### config.mk
export PLATFORM = sky130hd
export DESIGN_NAME = alu_seq_flat
export DESIGN_NICKNAME = d
export VERILOG_FILES = /design/src/rtl/alu_seq_if.sv /design/src/rtl/alu_seq.sv /design/src/flat_wrapper.sv
export SDC_FILE = /design/constraint.sdc
export NUM_CORES = 1
export LEC_CHECK = 0
export CORE_MARGIN = 2
export CORE_UTILIZATION = 67
export DETAILED_ROUTE_END_ITERATION = 16
export HOLD_SLACK_MARGIN = 0.08
export PLACE_DENSITY = 0.95
export REMOVE_ABC_BUFFERS = 1
export SLEW_MARGIN = 0
export SYNTH_ARGS = -nofsm -noshare
export SYNTH_HDL_FRONTEND = slang
export SYNTH_SLANG_ARGS = --single-unit
### constraint.sdc
create_clock -name clk -period 8.4 [get_ports clk]
set_clock_uncertainty 0.05 [all_clocks]
set_input_delay 1.26 -clock clk [delete_from_list [all_inputs] [get_ports clk]]
set_output_delay 1.26 -clock clk [all_outputs]
set_load 0.02 [all_outputs]
### src/rtl/alu_seq_if.sv
// alu_seq_if: request/response handshake bundle for alu_seq. Rev 1.0
`default_nettype none

interface alu_seq_if #(
  parameter int WIDTH = 16
);
  logic             in_valid;
  logic             in_ready;
  logic [WIDTH-1:0] a;
  logic [WIDTH-1:0] b;
  logic [3:0]       op_code;
  logic             out_valid;
  logic             out_ready;
  logic [WIDTH-1:0] result;
  logic             zero_flag;
  logic             carry_flag;
  logic             overflow_flag;

  modport master (
    output in_valid, a, b, op_code, out_ready,
    input  in_ready, out_valid, result, zero_flag, carry_flag, overflow_flag
  );

  modport slave (
    input  in_valid, a, b, op_code, out_ready,
    output in_ready, out_valid, result, zero_flag, carry_flag, overflow_flag
  );
endinterface

`default_nettype wire

### src/rtl/alu_seq.sv
// alu_seq: handshaked ALU with iterative multiply and unsigned divide. Rev 1.0
`default_nettype none

module alu_seq #(
  parameter int WIDTH = 16
) (
  input  wire logic    clk,
  input  wire logic    rst,
  alu_seq_if.slave     bus
);
  localparam int SHW = $clog2(WIDTH);
  localparam int CW  = $clog2(WIDTH + 1);

  localparam logic [1:0] S_IDLE = 2'd0;
  localparam logic [1:0] S_BUSY = 2'd1;
  localparam logic [1:0] S_DONE = 2'd2;

  localparam logic [3:0] OP_ADD   = 4'd0;
  localparam logic [3:0] OP_SUB   = 4'd1;
  localparam logic [3:0] OP_AND   = 4'd2;
  localparam logic [3:0] OP_OR    = 4'd3;
  localparam logic [3:0] OP_XOR   = 4'd4;
  localparam logic [3:0] OP_NOT   = 4'd5;
  localparam logic [3:0] OP_SHL   = 4'd6;
  localparam logic [3:0] OP_SHR   = 4'd7;
  localparam logic [3:0] OP_SAR   = 4'd8;
  localparam logic [3:0] OP_CMPEQ = 4'd9;
  localparam logic [3:0] OP_CMPLT = 4'd10;
  localparam logic [3:0] OP_CMPLE = 4'd11;

  logic [1:0]       r_state;
  logic [1:0]       w_next;
  logic [CW-1:0]    r_cnt;
  logic [1:0]       r_iop;
  logic [WIDTH-1:0] r_hi;
  logic [WIDTH-1:0] r_lo;
  logic [WIDTH-1:0] r_opnd;
  logic [WIDTH-1:0] r_result;
  logic             r_zero;
  logic             r_carry;
  logic             r_ovf;

  logic             w_accept;
  logic             w_iter;
  logic             w_last;
  logic [SHW-1:0]   w_sh;
  logic [WIDTH:0]   w_sum;
  logic [WIDTH:0]   w_diff;
  logic [WIDTH:0]   w_shl;
  logic [WIDTH:0]   w_shr;
  logic [WIDTH:0]   w_sar;
  logic [WIDTH-1:0] w_alu_res;
  logic             w_alu_c;
  logic             w_alu_v;
  logic [WIDTH:0]   w_madd;
  logic [WIDTH:0]   w_dshift;
  logic             w_dge;
  logic [WIDTH-1:0] w_dsub;
  logic [WIDTH-1:0] w_step_hi;
  logic [WIDTH-1:0] w_step_lo;
  logic [WIDTH-1:0] w_it_res;
  logic             w_it_c;
  logic             w_it_v;

  assign w_accept = bus.in_valid && (r_state == S_IDLE);
  assign w_iter   = (bus.op_code[3:2] == 2'b11);
  assign w_last   = (r_cnt == CW'(1));
  assign w_sh     = bus.b[SHW-1:0];

  // Extra bit on each shift captures the last bit shifted out
  assign w_sum  = {1'b0, bus.a} + {1'b0, bus.b};
  assign w_diff = {1'b0, bus.a} - {1'b0, bus.b};
  assign w_shl  = {1'b0, bus.a} << w_sh;
  assign w_shr  = {bus.a, 1'b0} >> w_sh;
  assign w_sar  = $signed({bus.a, 1'b0}) >>> w_sh;

  always_comb begin
    w_alu_res = '0;
    w_alu_c   = 1'b0;
    w_alu_v   = 1'b0;
    case (bus.op_code)
      OP_ADD: begin
        w_alu_res = w_sum[WIDTH-1:0];
        w_alu_c   = w_sum[WIDTH];
        w_alu_v   = (bus.a[WIDTH-1] == bus.b[WIDTH-1]) && (w_sum[WIDTH-1] != bus.a[WIDTH-1]);
      end
      OP_SUB: begin
        w_alu_res = w_diff[WIDTH-1:0];
        w_alu_c   = w_diff[WIDTH];
        w_alu_v   = (bus.a[WIDTH-1] != bus.b[WIDTH-1]) && (w_diff[WIDTH-1] != bus.a[WIDTH-1]);
      end
      OP_AND: w_alu_res = bus.a & bus.b;
      OP_OR:  w_alu_res = bus.a | bus.b;
      OP_XOR: w_alu_res = bus.a ^ bus.b;
      OP_NOT: w_alu_res = ~bus.a;
      OP_SHL: begin
        w_alu_res = w_shl[WIDTH-1:0];
        w_alu_c   = w_shl[WIDTH];
      end
      OP_SHR: begin
        w_alu_res = w_shr[WIDTH:1];
        w_alu_c   = w_shr[0];
      end
      OP_SAR: begin
        w_alu_res = w_sar[WIDTH:1];
        w_alu_c   = w_sar[0];
      end
      OP_CMPEQ: w_alu_res = WIDTH'(bus.a == bus.b);
      OP_CMPLT: w_alu_res = WIDTH'($signed(bus.a) < $signed(bus.b));
      OP_CMPLE: w_alu_res = WIDTH'($signed(bus.a) <= $signed(bus.b));
      default: ;
    endcase
  end

  // Multiply: {hi,lo} starts as {0,b}; add a into hi when lo[0] set, shift right.
  // Divide: lo starts as dividend; restoring step into hi; zero divisor yields all-ones quotient.
  assign w_madd   = {1'b0, r_hi} + (r_lo[0] ? {1'b0, r_opnd} : '0);
  assign w_dshift = {r_hi, r_lo[WIDTH-1]};
  assign w_dge    = (w_dshift >= {1'b0, r_opnd});
  assign w_dsub   = w_dshift[WIDTH-1:0] - r_opnd;

  always_comb begin
    if (r_iop[1]) begin
      w_step_hi = w_dge ? w_dsub : w_dshift[WIDTH-1:0];
      w_step_lo = {r_lo[WIDTH-2:0], w_dge};
    end else begin
      w_step_hi = w_madd[WIDTH:1];
      w_step_lo = {w_madd[0], r_lo[WIDTH-1:1]};
    end
  end

  assign w_it_res = r_iop[0] ? w_step_hi : w_step_lo;
  assign w_it_c   = !r_iop[1] && (w_step_hi != '0);
  assign w_it_v   = r_iop[1] && (r_opnd == '0);

  always_ff @(posedge clk) begin
    if (rst) r_state <= S_IDLE;
    else     r_state <= w_next;
  end

  always_comb begin
    w_next = r_state;
    case (r_state)
      S_IDLE:  if (w_accept) w_next = w_iter ? S_BUSY : S_DONE;
      S_BUSY:  if (w_last) w_next = S_DONE;
      S_DONE:  if (bus.out_ready) w_next = S_IDLE;
      default: w_next = S_IDLE;
    endcase
  end

  always_comb begin
    bus.in_ready  = (r_state == S_IDLE);
    bus.out_valid = (r_state == S_DONE);
  end

  always_ff @(posedge clk) begin
    if (rst) begin
      r_cnt    <= '0;
      r_iop    <= '0;
      r_hi     <= '0;
      r_lo     <= '0;
      r_opnd   <= '0;
      r_result <= '0;
      r_zero   <= 1'b0;
      r_carry  <= 1'b0;
      r_ovf    <= 1'b0;
    end else if (r_state == S_IDLE) begin
      if (w_accept && w_iter) begin
        r_iop  <= bus.op_code[1:0];
        r_cnt  <= CW'(WIDTH);
        r_hi   <= '0;
        r_lo   <= bus.op_code[1] ? bus.a : bus.b;
        r_opnd <= bus.op_code[1] ? bus.b : bus.a;
      end else if (w_accept) begin
        r_result <= w_alu_res;
        r_zero   <= (w_alu_res == '0);
        r_carry  <= w_alu_c;
        r_ovf    <= w_alu_v;
      end
    end else if (r_state == S_BUSY) begin
      r_hi  <= w_step_hi;
      r_lo  <= w_step_lo;
      r_cnt <= r_cnt - CW'(1);
      if (w_last) begin
        r_result <= w_it_res;
        r_zero   <= (w_it_res == '0);
        r_carry  <= w_it_c;
        r_ovf    <= w_it_v;
      end
    end
  end

  assign bus.result        = r_result;
  assign bus.zero_flag     = r_zero;
  assign bus.carry_flag    = r_carry;
  assign bus.overflow_flag = r_ovf;

endmodule

`default_nettype wire
### src/flat_wrapper.sv
// flat-port wrapper written by rule: the top's interface ports become plain ports
module alu_seq_flat 
#(
  parameter int WIDTH = 16
)
  (clk, rst, bus_in_valid, bus_a, bus_b, bus_op_code, bus_out_ready, bus_in_ready, bus_out_valid, bus_result, bus_zero_flag, bus_carry_flag, bus_overflow_flag);
  alu_seq_if #(.WIDTH(WIDTH)) bus_i ();
  input  wire logic clk;
  input  wire logic rst;
  input wire logic [$bits(bus_i.in_valid)-1:0] bus_in_valid;
  input wire logic [$bits(bus_i.a)-1:0] bus_a;
  input wire logic [$bits(bus_i.b)-1:0] bus_b;
  input wire logic [$bits(bus_i.op_code)-1:0] bus_op_code;
  input wire logic [$bits(bus_i.out_ready)-1:0] bus_out_ready;
  output wire logic [$bits(bus_i.in_ready)-1:0] bus_in_ready;
  output wire logic [$bits(bus_i.out_valid)-1:0] bus_out_valid;
  output wire logic [$bits(bus_i.result)-1:0] bus_result;
  output wire logic [$bits(bus_i.zero_flag)-1:0] bus_zero_flag;
  output wire logic [$bits(bus_i.carry_flag)-1:0] bus_carry_flag;
  output wire logic [$bits(bus_i.overflow_flag)-1:0] bus_overflow_flag;
  assign bus_i.in_valid = bus_in_valid;
  assign bus_i.a = bus_a;
  assign bus_i.b = bus_b;
  assign bus_i.op_code = bus_op_code;
  assign bus_i.out_ready = bus_out_ready;
  assign bus_in_ready = bus_i.in_ready;
  assign bus_out_valid = bus_i.out_valid;
  assign bus_result = bus_i.result;
  assign bus_zero_flag = bus_i.zero_flag;
  assign bus_carry_flag = bus_i.carry_flag;
  assign bus_overflow_flag = bus_i.overflow_flag;
  alu_seq #(.WIDTH(WIDTH)) u_core (.clk(clk), .rst(rst), .bus(bus_i));
endmodule
== After elaboration in Yosys (flattened, before gate mapping) ==
Cells that the tools add are included.

* Output and inout port bits: 21
* Register bits: 76

* $add $sub $neg: 5
* Equality and inequality tests: 25
* Bitwise operators: 4
* $lt $le $gt $ge: 3
* Shifts and indexed selects: 3
* Reductions and logical operators: 19
* Mux-type cells: 44

{| class="wikitable"
|+ Operators by type and width
! kind !! count
|-
| $mux 16 || 18
|-
| $pmux 16 s12 || 1
|-
| $logic_not 16->1 || 3
|-
| $add 16x16->17 || 1
|-
| $add 16x17->17 || 1
|-
| $ge 17x16->1 || 1
|-
| $shl 16x4->17 || 1
|-
| $shr 17x4->17 || 1
|-
| $sshr 17x4->17 || 1
|-
| $sub 16x16->17 || 1
|-
| $and 16x16->16 || 1
|-
| $eq 16x16->1 || 1
|-
| $eq 4x3->1 const B || 4
|-
| $eq 4x4->1 const B || 4
|-
| $le 16x16->1 || 1
|-
| $lt 16x16->1 || 1
|-
| $not 16->16 || 1
|-
| $or 16x16->16 || 1
|-
| $reduce_bool 16->1 || 1
|-
| $sub 16x16->16 || 1
|-
| $xor 16x16->16 || 1
|-
| $mux 1 || 15
|-
| $mux 5 || 3
|-
| $eq 4x2->1 const B || 2
|-
| other kinds (21) || 37
|}

== Depth between registers and ports, before layout ==
Gate-level depths: netlist of the first run.

* Word-level depth: 8
* Depth in mapped cells: 16
* Gate-level depth less buffers: 15

== Worst setup path before layout of the first run ==
No wires, ideal clock.

* Kind: in2reg
* Start point: input port bus_b[2]
* End point: register u_core.r_ovf, in the netlist u_core.bus.overflow_flag
* Library setup time: 0.065 ns
* Slack: 4.064 ns
* Arrival: 4.221 ns
* Cell stages on the path: 15
* Required time: 8.285 ns
* Path through: clkbuf_1 -> inv_2 -> buf_1 -> ha_1 -> buf_2 -> o21ai_0 -> nor3_1 -> o41ai_2 -> o211ai_1 -> a21o_1 -> a2111oi_0 -> a21oi_1 -> a211oi_1 -> o22ai_1 -> nor2_1

* Cells in the longest elaborated chain, start to end: 7

{| class="wikitable"
|+ Ends and longest elaborated chain
! item !! line !! RTL
|-
| from (decl) || flat_wrapper.sv:12 || <nowiki>input wire logic [$bits(bus_i.b)-1:0] bus_b;</nowiki>
|-
| $sub 16x16->17 or $add 16x16->17 (tied branches) || alu_seq.sv:72, alu_seq.sv:71 ||
|-
| $ne 1x1->1 (on tied branches) || alu_seq.sv:90, alu_seq.sv:85 ||
|-
| $logic_and 1x1->1 (on tied branches) || alu_seq.sv:90, alu_seq.sv:85 ||
|-
| $pmux 1 s2 * || alu_seq.sv:81 || <nowiki>case (bus.op_code)</nowiki>
|-
| $mux 1 * || alu_seq.sv:174 || <nowiki>end else if (w_accept) begin</nowiki>
|-
| $mux 1 * || alu_seq.sv:168 || <nowiki>if (w_accept && w_iter) begin</nowiki>
|-
| $mux 1 * || alu_seq.sv:167 || <nowiki>end else if (r_state == S_IDLE) begin</nowiki>
|-
| to (signal assigned) || alu_seq.sv:178 || <nowiki>r_ovf <= w_alu_v;</nowiki>
|-
| to (signal assigned) || alu_seq.sv:188 || <nowiki>r_ovf <= w_it_v;</nowiki>
|-
| to (decl) || alu_seq.sv:41 || <nowiki>logic r_ovf;</nowiki>
|}

Every way passes the cells marked *; elsewhere a longest branch is shown, timed or not. The select of a mux whose other input is x is not followed.
A chain may end at the register's enable or synchronous reset.

== Final worst setup path of the first run ==
* Start point: input port bus_b[1]
* End point: register u_core.r_result[14], in the netlist u_core.bus.result[14]

* Cells in the longest elaborated chain, start to end: 5

{| class="wikitable"
|+ Ends and longest elaborated chain
! item !! line !! RTL
|-
| $sub 16x16->17, or another cell as far along || alu_seq.sv:72 || <nowiki>assign w_diff = {1'b0, bus.a} - {1'b0, bus.b};</nowiki>
|-
| $pmux 16 s12 * || alu_seq.sv:81 ||
|-
| $mux 16 * || alu_seq.sv:174 ||
|-
| $mux 16 * || alu_seq.sv:168 ||
|-
| $mux 16 * || alu_seq.sv:167 ||
|-
| to (signal assigned) || alu_seq.sv:175 || <nowiki>r_result <= w_alu_res;</nowiki>
|-
| to (signal assigned) || alu_seq.sv:185 || <nowiki>r_result <= w_it_res;</nowiki>
|-
| to (decl) || alu_seq.sv:38 || <nowiki>logic [WIDTH-1:0] r_result;</nowiki>
|}

Marks and branches as above.

==> impl_metrics.xml, run 1 <==
<?xml version="1.0" encoding="UTF-8"?>
<metrics>
  <group name="timing">
    <metric name="worst_slew_margin_rel" unit="">0.212</metric>
    <metric name="achievable-frequency" unit="MHz">187</metric>
    <metric name="finalSetupViolCount" unit="">0</metric>
    <metric name="slew_violations" unit="">0</metric>
    <metric name="fin_crit_sh" unit="">0.638</metric>
    <metric name="worst-slew-pin-transition" unit="ps">1180</metric>
    <metric name="timing.final.hold_violations" unit="">0</metric>
    <metric name="final.min_clock_period" unit="ps">5360</metric>
    <metric name="grt_setup_unrepaired" unit="">no</metric>
    <metric name="setup_total_negative_slack" unit="ps">0</metric>
  </group>
  <group name="synth">
    <metric name="synth_edf_count" unit="">0</metric>
    <metric name="synth.lib_cells_used.distinct" unit="">97</metric>
    <metric name="flops_latches_synth" unit="">76</metric>
    <metric name="synth_top_cell_by_area" unit="">sky130_fd_sc_hd__dfxtp_1</metric>
    <metric name="yosys.cell_count.top_type" unit="">sky130_fd_sc_hd__nor2_1</metric>
    <metric name="synth_top_cells_by_count" unit="">sky130_fd_sc_hd__nor2_1, sky130_fd_sc_hd__a21oi_1, sky130_fd_sc_hd__nand2_1, sky130_fd_sc_hd__ha_1, sky130_fd_sc_hd__dfxtp_1</metric>
    <metric name="yosys_most_used_dff" unit="">sky130_fd_sc_hd__dfxtp_1</metric>
    <metric name="synthDominantCellAreaShare" unit="">0.147</metric>
    <metric name="synth.yosys.seq_area_share" unit="">0.147</metric>
    <metric name="netlist_top_cells_area" unit="">sky130_fd_sc_hd__dfxtp_1, sky130_fd_sc_hd__ha_1, sky130_fd_sc_hd__mux2i_1</metric>
    <metric name="syn-cell-area" unit="sq um">10300</metric>
    <metric name="yosys_warnings" unit="">0</metric>
    <metric name="postSynthCellCount" unit="">1390</metric>
    <metric name="synth-async-reset-ratio" unit="">0</metric>
    <metric name="syn-mean-instance-area" unit="sq um">7.43</metric>
  </group>
  <group name="power">
    <metric name="p_per_area" unit="nW/um^2">125</metric>
    <metric name="max_ir_drop_vdd" unit="uV">118</metric>
    <metric name="leakage" unit="uW">0.00450</metric>
  </group>
  <group name="setup_path">
    <metric name="critical_path.startpoint_type" unit="">primary input</metric>
    <metric name="critical_path_required" unit="ps">8630</metric>
    <metric name="worst_setup_path_end_kind" unit="">flip-flop</metric>
    <metric name="worstPathArrival" unit="ps">5590</metric>
    <metric name="highest_net_fanout_along_the_worst_path" unit="">42</metric>
    <metric name="critPathKind" unit="">in2reg</metric>
  </group>
  <group name="cts">
    <metric name="post_cts.repair.setup_buffers" unit="">0</metric>
    <metric name="clk-insertion-delay-late" unit="ps">340</metric>
    <metric name="cts_tree" unit="">yes</metric>
    <metric name="clock_tree.root_cell" unit="">sky130_fd_sc_hd__clkbuf_16</metric>
    <metric name="worst_setup_hold_path_clk_slew" unit="ps">60</metric>
    <metric name="cts.sink_count" unit="">76</metric>
    <metric name="post_cts_hold_buffer_count" unit="">0</metric>
    <metric name="cts-resized-gates" unit="">0</metric>
    <metric name="cts-htree-levels" unit="">3</metric>
    <metric name="cts-buffers-inserted" unit="">9</metric>
    <metric name="cts.path.max_buffers" unit="">2</metric>
  </group>
  <group name="place">
    <metric name="place_hpwl" unit="um">26900</metric>
    <metric name="routability_congestion_estimate_from_global_placement" unit="">1.04</metric>
    <metric name="io_buffers" unit="">60</metric>
  </group>
  <group name="global_route">
    <metric name="grt_first_pass_wirelength" unit="um">57600</metric>
    <metric name="grt_max_degree" unit="">78</metric>
    <metric name="gr-total-overflow" unit="">0</metric>
    <metric name="globalRouteTotalUtil" unit="">0.443</metric>
    <metric name="antenna_violations_before_repair" unit="">0</metric>
    <metric name="first_global_vias" unit="">10900</metric>
  </group>
  <group name="routing">
    <metric name="ant_nets" unit="">0</metric>
    <metric name="drt_pass1_iterations" unit="">6</metric>
    <metric name="finalWirelength" unit="um">37000</metric>
    <metric name="drc_violation_count_after_routing" unit="">0</metric>
    <metric name="detail_route.iter0.violations" unit="">1735</metric>
    <metric name="vias_per_cell" unit="">7.39</metric>
    <metric name="vias" unit="">11600</metric>
    <metric name="post_drt_wl_per_cell" unit="um">23.6</metric>
  </group>
  <group name="die">
    <metric name="row_count" unit="">45</metric>
    <metric name="die-height" unit="um">128</metric>
    <metric name="die_width" unit="um">128</metric>
    <metric name="initial_core_util" unit="">0.682</metric>
    <metric name="io-pin-count" unit="">61</metric>
    <metric name="fp.coreArea" unit="sq um">15100</metric>
    <metric name="floorplan.die_area" unit="sq um">16400</metric>
  </group>
  <group name="flow_run">
    <metric name="max_cap_violations" unit="">0</metric>
  </group>
  <group name="final_layout">
    <metric name="layout-drive-gt1-share" unit="">0.0863</metric>
    <metric name="p_r_area_growth_vs_syn" unit="%">7.81</metric>
    <metric name="layout.nets" unit="">1505</metric>
    <metric name="antenna_cells" unit="">0</metric>
    <metric name="utilization" unit="">0.735</metric>
  </group>
  <group name="hold_path">
    <metric name="worstHoldPathType" unit="">reg2reg</metric>
  </group>
  <group name="outcome">
    <metric name="status" unit="">finished clean</metric>
  </group>
</metrics>
## worst paths after layout
path / slack, ps / endpoint / from / depth (start not counted)
worst max register to register: 4120 / u_core.bus.carry_flag$_SDFFE_PP0P_ / u_core.r_lo[0]$_SDFFE_PP0P_ / 13
worst max-delay path: 3040 / u_core.bus.result[14]$_SDFFE_PP0P_ / bus_b[1] / 14
worst min-delay path: 420 / u_core.bus.result[14]$_SDFFE_PP0P_ / u_core.bus.result[14]$_SDFFE_PP0P_ / 1
worst min register to register: 420 / u_core.bus.result[14]$_SDFFE_PP0P_ / u_core.bus.result[14]$_SDFFE_PP0P_ / 1
## area by class of cell
class	instances	area [sq um]
clock buffer	10	239
clock inverter	5	52.6
fill	1193	4010
inverter	80	300
multi-input combinational	1126	8040
sequential	76	1520
tap	188	235
timing repair buffer	82	751
## per-layer routing
layer,up-vias,GRT usage,share of wire
met5,-,0.00310,0
met4,0,0.323,0.084
met3,262,0.0680,0.098
met2,848,0.722,0.45
met1,5339,0.531,0.37
li1,5135,-,-
## layout by cell type (no fill, tap or decap), types with 18 or more instances in the layout
master and instances:
sky130_fd_sc_hd__nor4_1 18, sky130_fd_sc_hd__dfxtp_1 76, sky130_fd_sc_hd__o21ai_0 48, sky130_fd_sc_hd__clkdlybuf4s50_1 57, sky130_fd_sc_hd__nand3_1 35, sky130_fd_sc_hd__a211oi_1 62, sky130_fd_sc_hd__mux4_2 21, sky130_fd_sc_hd__ha_1 86
sky130_fd_sc_hd__a21oi_1 113, sky130_fd_sc_hd__mux2_2 18, sky130_fd_sc_hd__nor2_1 155, sky130_fd_sc_hd__nand2_1 92, sky130_fd_sc_hd__mux2i_1 62, sky130_fd_sc_hd__inv_1 75, sky130_fd_sc_hd__and2_1 24, sky130_fd_sc_hd__buf_4 22
sky130_fd_sc_hd__nor3_1 59
## registers in the layout, summed over array words and instances (netlist names)
signal                    cells
u_core.r_opnd                16
u_core.bus.overflow_flag      1
u_core.r_lo                  16
u_core.r_hi                  16
u_core.r_cnt                  5
u_core.r_iop                  2
u_core.bus.zero_flag          1
u_core.bus.carry_flag         1
u_core.r_state                2
u_core.bus.result            16
## where the power goes
group | leakage (uW) | total, uW | internal, uW | switching (uW)
Combinational | 0.00374 | 594 | 227 | 367
Clock | 0.000144 | 391 | 235 | 156
Sequential | 0.000619 | 404 | 382 | 22.3
Total | 0.00450 | 1390 | 844 | 546
## worst max-delay path, cell delays in order
cell                              delay [ps]
sky130_fd_sc_hd__clkdlybuf4s50_1         450
sky130_fd_sc_hd__buf_4                   410
sky130_fd_sc_hd__inv_1                   430
sky130_fd_sc_hd__fa_1                    570
sky130_fd_sc_hd__nand2b_1                 90
sky130_fd_sc_hd__a21oi_1                 110
sky130_fd_sc_hd__o21ba_1                 210
sky130_fd_sc_hd__o41ai_1                 570
sky130_fd_sc_hd__a21oi_1                 260
sky130_fd_sc_hd__o41a_1                  400
sky130_fd_sc_hd__o211ai_1                110
sky130_fd_sc_hd__nand2_1                 110
sky130_fd_sc_hd__a2111oi_0               460
sky130_fd_sc_hd__a21o_1                  120
## logic make-up (layout without fill, tap and decap cells)
family,Yosys count,after routing,synth area share
fa+ha+maj,90,90,0.112
flops,76,76,0.147
buf+inv,188,177,0.0751
simple gates,485,485,0.234
xor+xnor,29,29,0.0246
mux,103,103,0.128
compound gates,419,419,0.279
## per-stage QoR
| step | instance area, sq um | hold WS, ps | power [uW] | setup slack [ps] | cells |
|---|---|---|---|---|---|
| after global routing | 11100 | 436 | 1440 | 2680 | 1567 |
| final | 11100 | 415 | 1390 | 3040 | 1567 |
| after floorplan | 9850 | 418 | 771 | 4380 | 1282 |
| after detailed placement | 10800 | 399 | 978 | 2770 | 1552 |
| after global placement | 10800 | 390 | 968 | 2910 | 1552 |
| after CTS | 11100 | 415 | 1360 | 3100 | 1567 |
Note: power is estimated with default switching activity, not from simulation.
==> run 2: changes to the inputs <==
- CORE_UTILIZATION: 67 -> 56
- PLACE_DENSITY: 0.95 -> 0.87
- clock period: 8.4 -> 4.5 ns (I/O delays scaled with it)
==> run 2 against run 1 <==
  * Count of clock-buffer cells in the layout unchanged
  * Power rose by 93%
  * Global-route usage shrank 5.4 points
  * Setup slack worse by 2800 ps
  * Wire length rose by 5.1%
  * Critical path type is now reg2reg
  * Final area grew 3.4%
  * Final cell count increased by 5.0%
==> impl_metrics.xml, run 2 (synthesis results as in run 1) <==
<?xml version="1.0" encoding="UTF-8"?>
<metrics>
  <group name="outcome">
    <metric name="status" unit="">finished clean</metric>
  </group>
  <group name="hold_path">
    <metric name="hold_depth" unit="">2</metric>
    <metric name="hold-path-endpoint" unit="">u_core.bus.result[0]$_SDFFE_PP0P_</metric>
    <metric name="worstHoldPathType" unit="">reg2reg</metric>
    <metric name="min-delay-start" unit="">u_core.bus.result[0]$_SDFFE_PP0P_</metric>
  </group>
  <group name="power">
    <metric name="p_per_area" unit="nW/um^2">233</metric>
    <metric name="fin_total_pwr" unit="uW">2690</metric>
    <metric name="leakage" unit="uW">0.00468</metric>
    <metric name="max_ir_drop_vdd" unit="uV">189</metric>
  </group>
  <group name="cts">
    <metric name="cts.path.max_buffers" unit="">2</metric>
    <metric name="cts.sink_count" unit="">76</metric>
    <metric name="cts-buffers-inserted" unit="">9</metric>
    <metric name="clk-insertion-delay-late" unit="ps">340</metric>
    <metric name="worst_setup_hold_path_clk_slew" unit="ps">60</metric>
    <metric name="post_cts_hold_buffer_count" unit="">0</metric>
    <metric name="cts-htree-levels" unit="">3</metric>
    <metric name="post_cts.repair.setup_buffers" unit="">0</metric>
    <metric name="cts-resized-gates" unit="">0</metric>
    <metric name="cts_tree" unit="">yes</metric>
    <metric name="clock_tree.root_cell" unit="">sky130_fd_sc_hd__clkbuf_16</metric>
  </group>
  <group name="final_layout">
    <metric name="layout_commonest_cell" unit="">sky130_fd_sc_hd__nor2_1</metric>
    <metric name="layout-drive-gt1-share" unit="">0.110</metric>
    <metric name="antenna_cells" unit="">0</metric>
    <metric name="mostFrequentLayoutCells" unit="">sky130_fd_sc_hd__nor2_1, sky130_fd_sc_hd__a21oi_1, sky130_fd_sc_hd__nand2_1</metric>
    <metric name="utilization" unit="">0.639</metric>
    <metric name="area_of_the_multi_input_gates" unit="sq um">8040</metric>
    <metric name="layout.filler_cells" unit="">1660</metric>
    <metric name="layout.nets" unit="">1541</metric>
    <metric name="p_r_area_growth_vs_syn" unit="%">11.4</metric>
    <metric name="area.sequential" unit="sq um">1520</metric>
  </group>
  <group name="setup_path">
    <metric name="regToRegEndpoint" unit="">u_core.bus.carry_flag$_SDFFE_PP0P_</metric>
    <metric name="path_cells" unit="">and2_1 &gt; ha_1 &gt; a21oi_1 &gt; o211ai_1 &gt; or3_1 &gt; a221o_1 &gt; a21oi_1 &gt; xor2_1 &gt; nor2_1 &gt; a21oi_1 &gt; nand4_1 &gt; nor4_1 &gt; a41oi_1</metric>
    <metric name="worst_setup_path_end_kind" unit="">flip-flop</metric>
    <metric name="ff2ff_setup_slack" unit="ps">250</metric>
    <metric name="timing.reg2reg.worst_path_depth" unit="">13</metric>
    <metric name="cp_slowest_stage_delay" unit="ps">560</metric>
    <metric name="critical_path.reg2reg.startpoint" unit="">u_core.r_lo[0]$_SDFFE_PP0P_</metric>
    <metric name="cpMaxStageDelayCell" unit="">sky130_fd_sc_hd__nor4_1</metric>
    <metric name="worst_path_most_repeated_cell" unit="">sky130_fd_sc_hd__a21oi_1</metric>
    <metric name="highest_net_fanout_along_the_worst_path" unit="">10</metric>
    <metric name="critical_path.startpoint_type" unit="">flip-flop</metric>
    <metric name="critPathKind" unit="">reg2reg</metric>
    <metric name="worstPathArrival" unit="ps">4390</metric>
    <metric name="critical_path_required" unit="ps">4640</metric>
  </group>
  <group name="timing">
    <metric name="worst-slew-pin-transition" unit="ps">1060</metric>
    <metric name="finalSetupViolCount" unit="">0</metric>
    <metric name="setup_total_negative_slack" unit="ps">0</metric>
    <metric name="achievable-frequency" unit="MHz">235</metric>
    <metric name="holdWs" unit="ps">417</metric>
    <metric name="worst_slew_margin_rel" unit="">0.295</metric>
    <metric name="timing.final.hold_violations" unit="">0</metric>
    <metric name="final.min_clock_period" unit="ps">4250</metric>
    <metric name="slew_violations" unit="">0</metric>
    <metric name="fin_crit_sh" unit="">0.944</metric>
    <metric name="grt_setup_unrepaired" unit="">no</metric>
  </group>
  <group name="routing">
    <metric name="drc_violation_count_after_routing" unit="">0</metric>
    <metric name="ant_nets" unit="">0</metric>
    <metric name="vias" unit="">11500</metric>
    <metric name="post_drt_wl_per_cell" unit="um">23.6</metric>
    <metric name="vias_per_cell" unit="">7.02</metric>
    <metric name="detail_route.iter0.violations" unit="">1252</metric>
    <metric name="finalWirelength" unit="um">38900</metric>
    <metric name="drt_pass1_iterations" unit="">7</metric>
  </group>
  <group name="die">
    <metric name="die_width" unit="um">140</metric>
    <metric name="fp.coreArea" unit="sq um">18000</metric>
    <metric name="row_count" unit="">49</metric>
    <metric name="initial_core_util" unit="">0.573</metric>
    <metric name="io-pin-count" unit="">61</metric>
    <metric name="die-height" unit="um">140</metric>
    <metric name="floorplan.die_area" unit="sq um">19500</metric>
  </group>
  <group name="global_route">
    <metric name="globalRouteTotalUtil" unit="">0.389</metric>
    <metric name="antenna_violations_before_repair" unit="">1</metric>
    <metric name="grt_first_pass_wirelength" unit="um">60900</metric>
    <metric name="first_global_vias" unit="">11000</metric>
    <metric name="grt_max_degree" unit="">77</metric>
    <metric name="gr-total-overflow" unit="">0</metric>
  </group>
  <group name="place">
    <metric name="routability_congestion_estimate_from_global_placement" unit="">1.01</metric>
    <metric name="place_hpwl" unit="um">29000</metric>
    <metric name="io_buffers" unit="">60</metric>
  </group>
  <group name="flow_run">
    <metric name="max_cap_violations" unit="">0</metric>
  </group>
</metrics>
[run 2: per-stage QoR]
step           instances  area, sq um  setup slack, ps
6_report            1645        11500              253
4_1_cts             1645        11500              444
3_5_place_dp        1629        11200              114
2_1_floorplan       1282         9850             1070
3_3_place_gp        1629        11200              121
5_1_grt             1645        11500             62.3
[run 2: cell type report]
type,count,share of cell area
clock inverter,6,0.00772
timing repair buffer,118,0.0909
tap,229,0.0249
sequential,76,0.132
multi-input combinational,1126,0.698
clock buffer,10,0.0199
inverter,80,0.0261
[run 2: critical path, delay by kind of cell, from the launching register on]
kind / cells / cell delay (ps)
and+or+nand+nor: 5 / 1360
AOI/OAI and AO/OA: 6 / 1740
adders and majority gates: 1 / 250
xor gates and xnor gates: 1 / 190
DFF: 1 / 520
[run 2: worst max path at each step]
stage	startpoint	end	slack [ps]	depth (start not counted)
final	u_core.r_lo[0]$_SDFFE_PP0P_	u_core.bus.carry_flag$_SDFFE_PP0P_	250	13
after global routing	bus_b[1]	u_core.bus.overflow_flag$_SDFFE_PP0P_	60	13
after CTS	bus_b[1]	u_core.bus.result[14]$_SDFFE_PP0P_	440	13
after detailed placement	bus_b[1]	u_core.bus.carry_flag$_SDFFE_PP0P_	110	13
after global placement	bus_b[1]	u_core.bus.result[14]$_SDFFE_PP0P_	120	13
after floorplan	bus_b[1]	u_core.bus.zero_flag$_SDFFE_PP0P_	1070	13
[run 2: routing by layer]
| layer | share of wire | track usage | vias to the layer above |
|---|---|---|---|
| li1 | - | - | 5197 |
| met3 | 0.092 | 0.0578 | 164 |
| met4 | 0.061 | 0.220 | 0 |
| met2 | 0.47 | 0.654 | 762 |
| met5 | 0 | 0 | - |
| met1 | 0.37 | 0.474 | 5426 |
[run 2: power by group]
group	switching, uW	internal (uW)
clock	303	486
combinational	689	452
sequential	42.4	713
total	1030	1650
==> run 3: changes to the inputs <==
- CELL_PAD_IN_SITES_DETAIL_PLACEMENT: unset -> 0
- CELL_PAD_IN_SITES_GLOBAL_PLACEMENT: unset -> 1
- CORE_UTILIZATION: 56 -> 42
- PLACE_DENSITY: 0.87 -> 0.88
- SLEW_MARGIN: 0 -> unset
==> run 3 against run 2 <==
  * Core utilization down 16 points
  * Final area rose by 1.7%
  * Count of clock-buffer cells in the layout unchanged
  * Maximum frequency rose by 1.2%
  * Critical path type is now in2reg
  * Sequential share of layout area fell by 0.23 points
  * Register-to-register slack better by 230 ps
  * Final cell count grew 6.3%
  * Die area increased by 32%
==> impl_metrics.xml, run 3 (synthesis results as in run 1) <==
<?xml version="1.0" encoding="UTF-8"?>
<metrics>
  <group name="outcome">
    <metric name="status" unit="">finished clean</metric>
  </group>
  <group name="setup_path">
    <metric name="highest_net_fanout_along_the_worst_path" unit="">4</metric>
    <metric name="critical_path.startpoint_type" unit="">primary input</metric>
    <metric name="worst_setup_path_startpoint" unit="">bus_a[0]</metric>
    <metric name="critical_path_required" unit="ps">4730</metric>
    <metric name="critical_path.reg2reg.startpoint" unit="">u_core.r_opnd[2]$_SDFFE_PP0P_</metric>
    <metric name="regToRegEndpoint" unit="">u_core.bus.zero_flag$_SDFFE_PP0P_</metric>
    <metric name="worst_setup_path_end_kind" unit="">flip-flop</metric>
    <metric name="ff2ff_setup_slack" unit="ps">480</metric>
    <metric name="timing.reg2reg.worst_path_depth" unit="">13</metric>
    <metric name="worstPathArrival" unit="ps">4430</metric>
    <metric name="critPathKind" unit="">in2reg</metric>
  </group>
  <group name="timing">
    <metric name="worst_slew_margin_rel" unit="">0.351</metric>
    <metric name="slew_violations" unit="">0</metric>
    <metric name="final_ws_setup" unit="ps">305</metric>
    <metric name="setup_total_negative_slack" unit="ps">0</metric>
    <metric name="timing.final.hold_violations" unit="">0</metric>
    <metric name="worst-slew-pin-transition" unit="ps">949</metric>
    <metric name="grt_setup_unrepaired" unit="">no</metric>
    <metric name="finalSetupViolCount" unit="">0</metric>
    <metric name="achievable-frequency" unit="MHz">238</metric>
    <metric name="final.min_clock_period" unit="ps">4190</metric>
    <metric name="fin_crit_sh" unit="">0.932</metric>
  </group>
  <group name="hold_path">
    <metric name="worstHoldPathType" unit="">reg2reg</metric>
    <metric name="hold-path-endpoint" unit="">u_core.bus.result[0]$_SDFFE_PP0P_</metric>
    <metric name="min-delay-start" unit="">u_core.bus.result[0]$_SDFFE_PP0P_</metric>
    <metric name="hold_depth" unit="">2</metric>
  </group>
  <group name="final_layout">
    <metric name="layout.cells.non_filler" unit="">1748</metric>
    <metric name="post-route-cell-area" unit="sq um">11700</metric>
    <metric name="area_of_the_multi_input_gates" unit="sq um">8040</metric>
    <metric name="layout-drive-gt1-share" unit="">0.115</metric>
    <metric name="layout.filler_cells" unit="">2470</metric>
    <metric name="layout.nets" unit="">1550</metric>
    <metric name="utilization" unit="">0.483</metric>
    <metric name="p_r_area_growth_vs_syn" unit="%">13.4</metric>
    <metric name="area.sequential" unit="sq um">1520</metric>
    <metric name="antenna_cells" unit="">0</metric>
    <metric name="layout_commonest_cell" unit="">sky130_fd_sc_hd__nor2_1</metric>
    <metric name="mostFrequentLayoutCells" unit="">sky130_fd_sc_hd__nor2_1, sky130_fd_sc_hd__a21oi_1, sky130_fd_sc_hd__nand2_1</metric>
  </group>
  <group name="die">
    <metric name="floorplan.die_area" unit="sq um">25900</metric>
    <metric name="die-height" unit="um">161</metric>
    <metric name="fp.coreArea" unit="sq um">24200</metric>
    <metric name="row_count" unit="">57</metric>
    <metric name="die_width" unit="um">161</metric>
    <metric name="io-pin-count" unit="">61</metric>
    <metric name="initial_core_util" unit="">0.426</metric>
  </group>
  <group name="place">
    <metric name="dp_worst_slack" unit="ps">4.31</metric>
    <metric name="place_hpwl" unit="um">29700</metric>
    <metric name="placed_cell_area" unit="sq um">11400</metric>
    <metric name="routability_congestion_estimate_from_global_placement" unit="">0.995</metric>
    <metric name="io_buffers" unit="">60</metric>
    <metric name="dp_cells" unit="">1733</metric>
  </group>
  <group name="routing">
    <metric name="finalWirelength" unit="um">38600</metric>
    <metric name="drt_pass1_iterations" unit="">5</metric>
    <metric name="vias" unit="">11100</metric>
    <metric name="drc_violation_count_after_routing" unit="">0</metric>
    <metric name="detail_route.iter0.violations" unit="">1052</metric>
    <metric name="ant_nets" unit="">0</metric>
    <metric name="vias_per_cell" unit="">6.36</metric>
    <metric name="post_drt_wl_per_cell" unit="um">22.1</metric>
  </group>
  <group name="global_route">
    <metric name="globalRouteTotalUtil" unit="">0.293</metric>
    <metric name="grt_use_met2" unit="">0.501</metric>
    <metric name="grt_max_degree" unit="">77</metric>
    <metric name="first_global_vias" unit="">10600</metric>
    <metric name="grt_first_pass_wirelength" unit="um">60300</metric>
    <metric name="met1_usage" unit="">0.378</metric>
    <metric name="global_route.peak_usage_layer" unit="">met2</metric>
    <metric name="gr-usage-met3" unit="">0.0263</metric>
    <metric name="gr-total-overflow" unit="">0</metric>
    <metric name="antenna_violations_before_repair" unit="">0</metric>
  </group>
  <group name="cts">
    <metric name="post_cts_hold_buffer_count" unit="">0</metric>
    <metric name="worst_setup_hold_path_clk_slew" unit="ps">60</metric>
    <metric name="cts-buffers-inserted" unit="">9</metric>
    <metric name="cts-htree-levels" unit="">3</metric>
    <metric name="cts_tree" unit="">yes</metric>
    <metric name="clk-insertion-delay-late" unit="ps">340</metric>
    <metric name="cts.sink_count" unit="">76</metric>
    <metric name="clock_tree.root_cell" unit="">sky130_fd_sc_hd__clkbuf_16</metric>
    <metric name="cts.path.max_buffers" unit="">2</metric>
    <metric name="cts-resized-gates" unit="">0</metric>
    <metric name="post_cts.repair.setup_buffers" unit="">0</metric>
  </group>
  <group name="power">
    <metric name="leakage" unit="uW">0.00474</metric>
    <metric name="max_ir_drop_vdd" unit="uV">160</metric>
    <metric name="p_per_area" unit="nW/um^2">228</metric>
  </group>
  <group name="flow_run">
    <metric name="max_cap_violations" unit="">0</metric>
  </group>
</metrics>
-- run 3: area by class of cell --
cell class,count,area share
timing repair buffer,127,0.0972
multi-input combinational,1126,0.686
inverter,80,0.0256
clock inverter,5,0.00662
tap,324,0.0346
sequential,76,0.130
clock buffer,10,0.0196
-- run 3: power breakdown --
| part | switching [uW] | internal (uW) | leakage, uW |
|---|---|---|---|
| registers | 38.5 | 713 | 0.000619 |
| logic | 692 | 455 | 0.00397 |
| clock network | 292 | 481 | 0.000148 |
-- run 3: worst max-delay path: stages --
cell and delay, ps:
sky130_fd_sc_hd__clkdlybuf4s50_1 460, sky130_fd_sc_hd__inv_1 110, sky130_fd_sc_hd__ha_1 180, sky130_fd_sc_hd__inv_1 70
sky130_fd_sc_hd__fa_1 420, sky130_fd_sc_hd__nand2b_1 100, sky130_fd_sc_hd__a21oi_1 100, sky130_fd_sc_hd__nor2_1 230
sky130_fd_sc_hd__o31ai_1 100, sky130_fd_sc_hd__a221o_1 350, sky130_fd_sc_hd__a2111oi_0 860, sky130_fd_sc_hd__nand3_1 150
sky130_fd_sc_hd__nor2_1 150, sky130_fd_sc_hd__nand4_1 160, sky130_fd_sc_hd__o21ai_1 200, sky130_fd_sc_hd__a31o_1 120
-- run 3: worst max path at each step --
stage,end,slack [ps],cells after the start
2_1_floorplan,u_core.bus.zero_flag$_SDFFE_PP0P_,1070,13
3_3_place_gp,u_core.bus.zero_flag$_SDFFE_PP0P_,160,16
3_5_place_dp,u_core.bus.zero_flag$_SDFFE_PP0P_,4,16
4_1_cts,u_core.bus.zero_flag$_SDFFE_PP0P_,330,16
5_1_grt,u_core.bus.zero_flag$_SDFFE_PP0P_,20,16
6_report,u_core.bus.zero_flag$_SDFFE_PP0P_,310,16
-- run 3: per-stage QoR --
step | total power, uW | hold slack (ps)
after detailed placement | 1890 | 403
final | 2670 | 411
after global placement | 1880 | 399
after CTS | 2650 | 411
after floorplan | 1440 | 418
after global routing | 2790 | 438
-- run 3: routing by layer --
layer,part of all wire,wire length (um)
met3,0.062,2400
met2,0.48,18400
met5,0,0
met1,0.42,16100
met4,0.043,1640
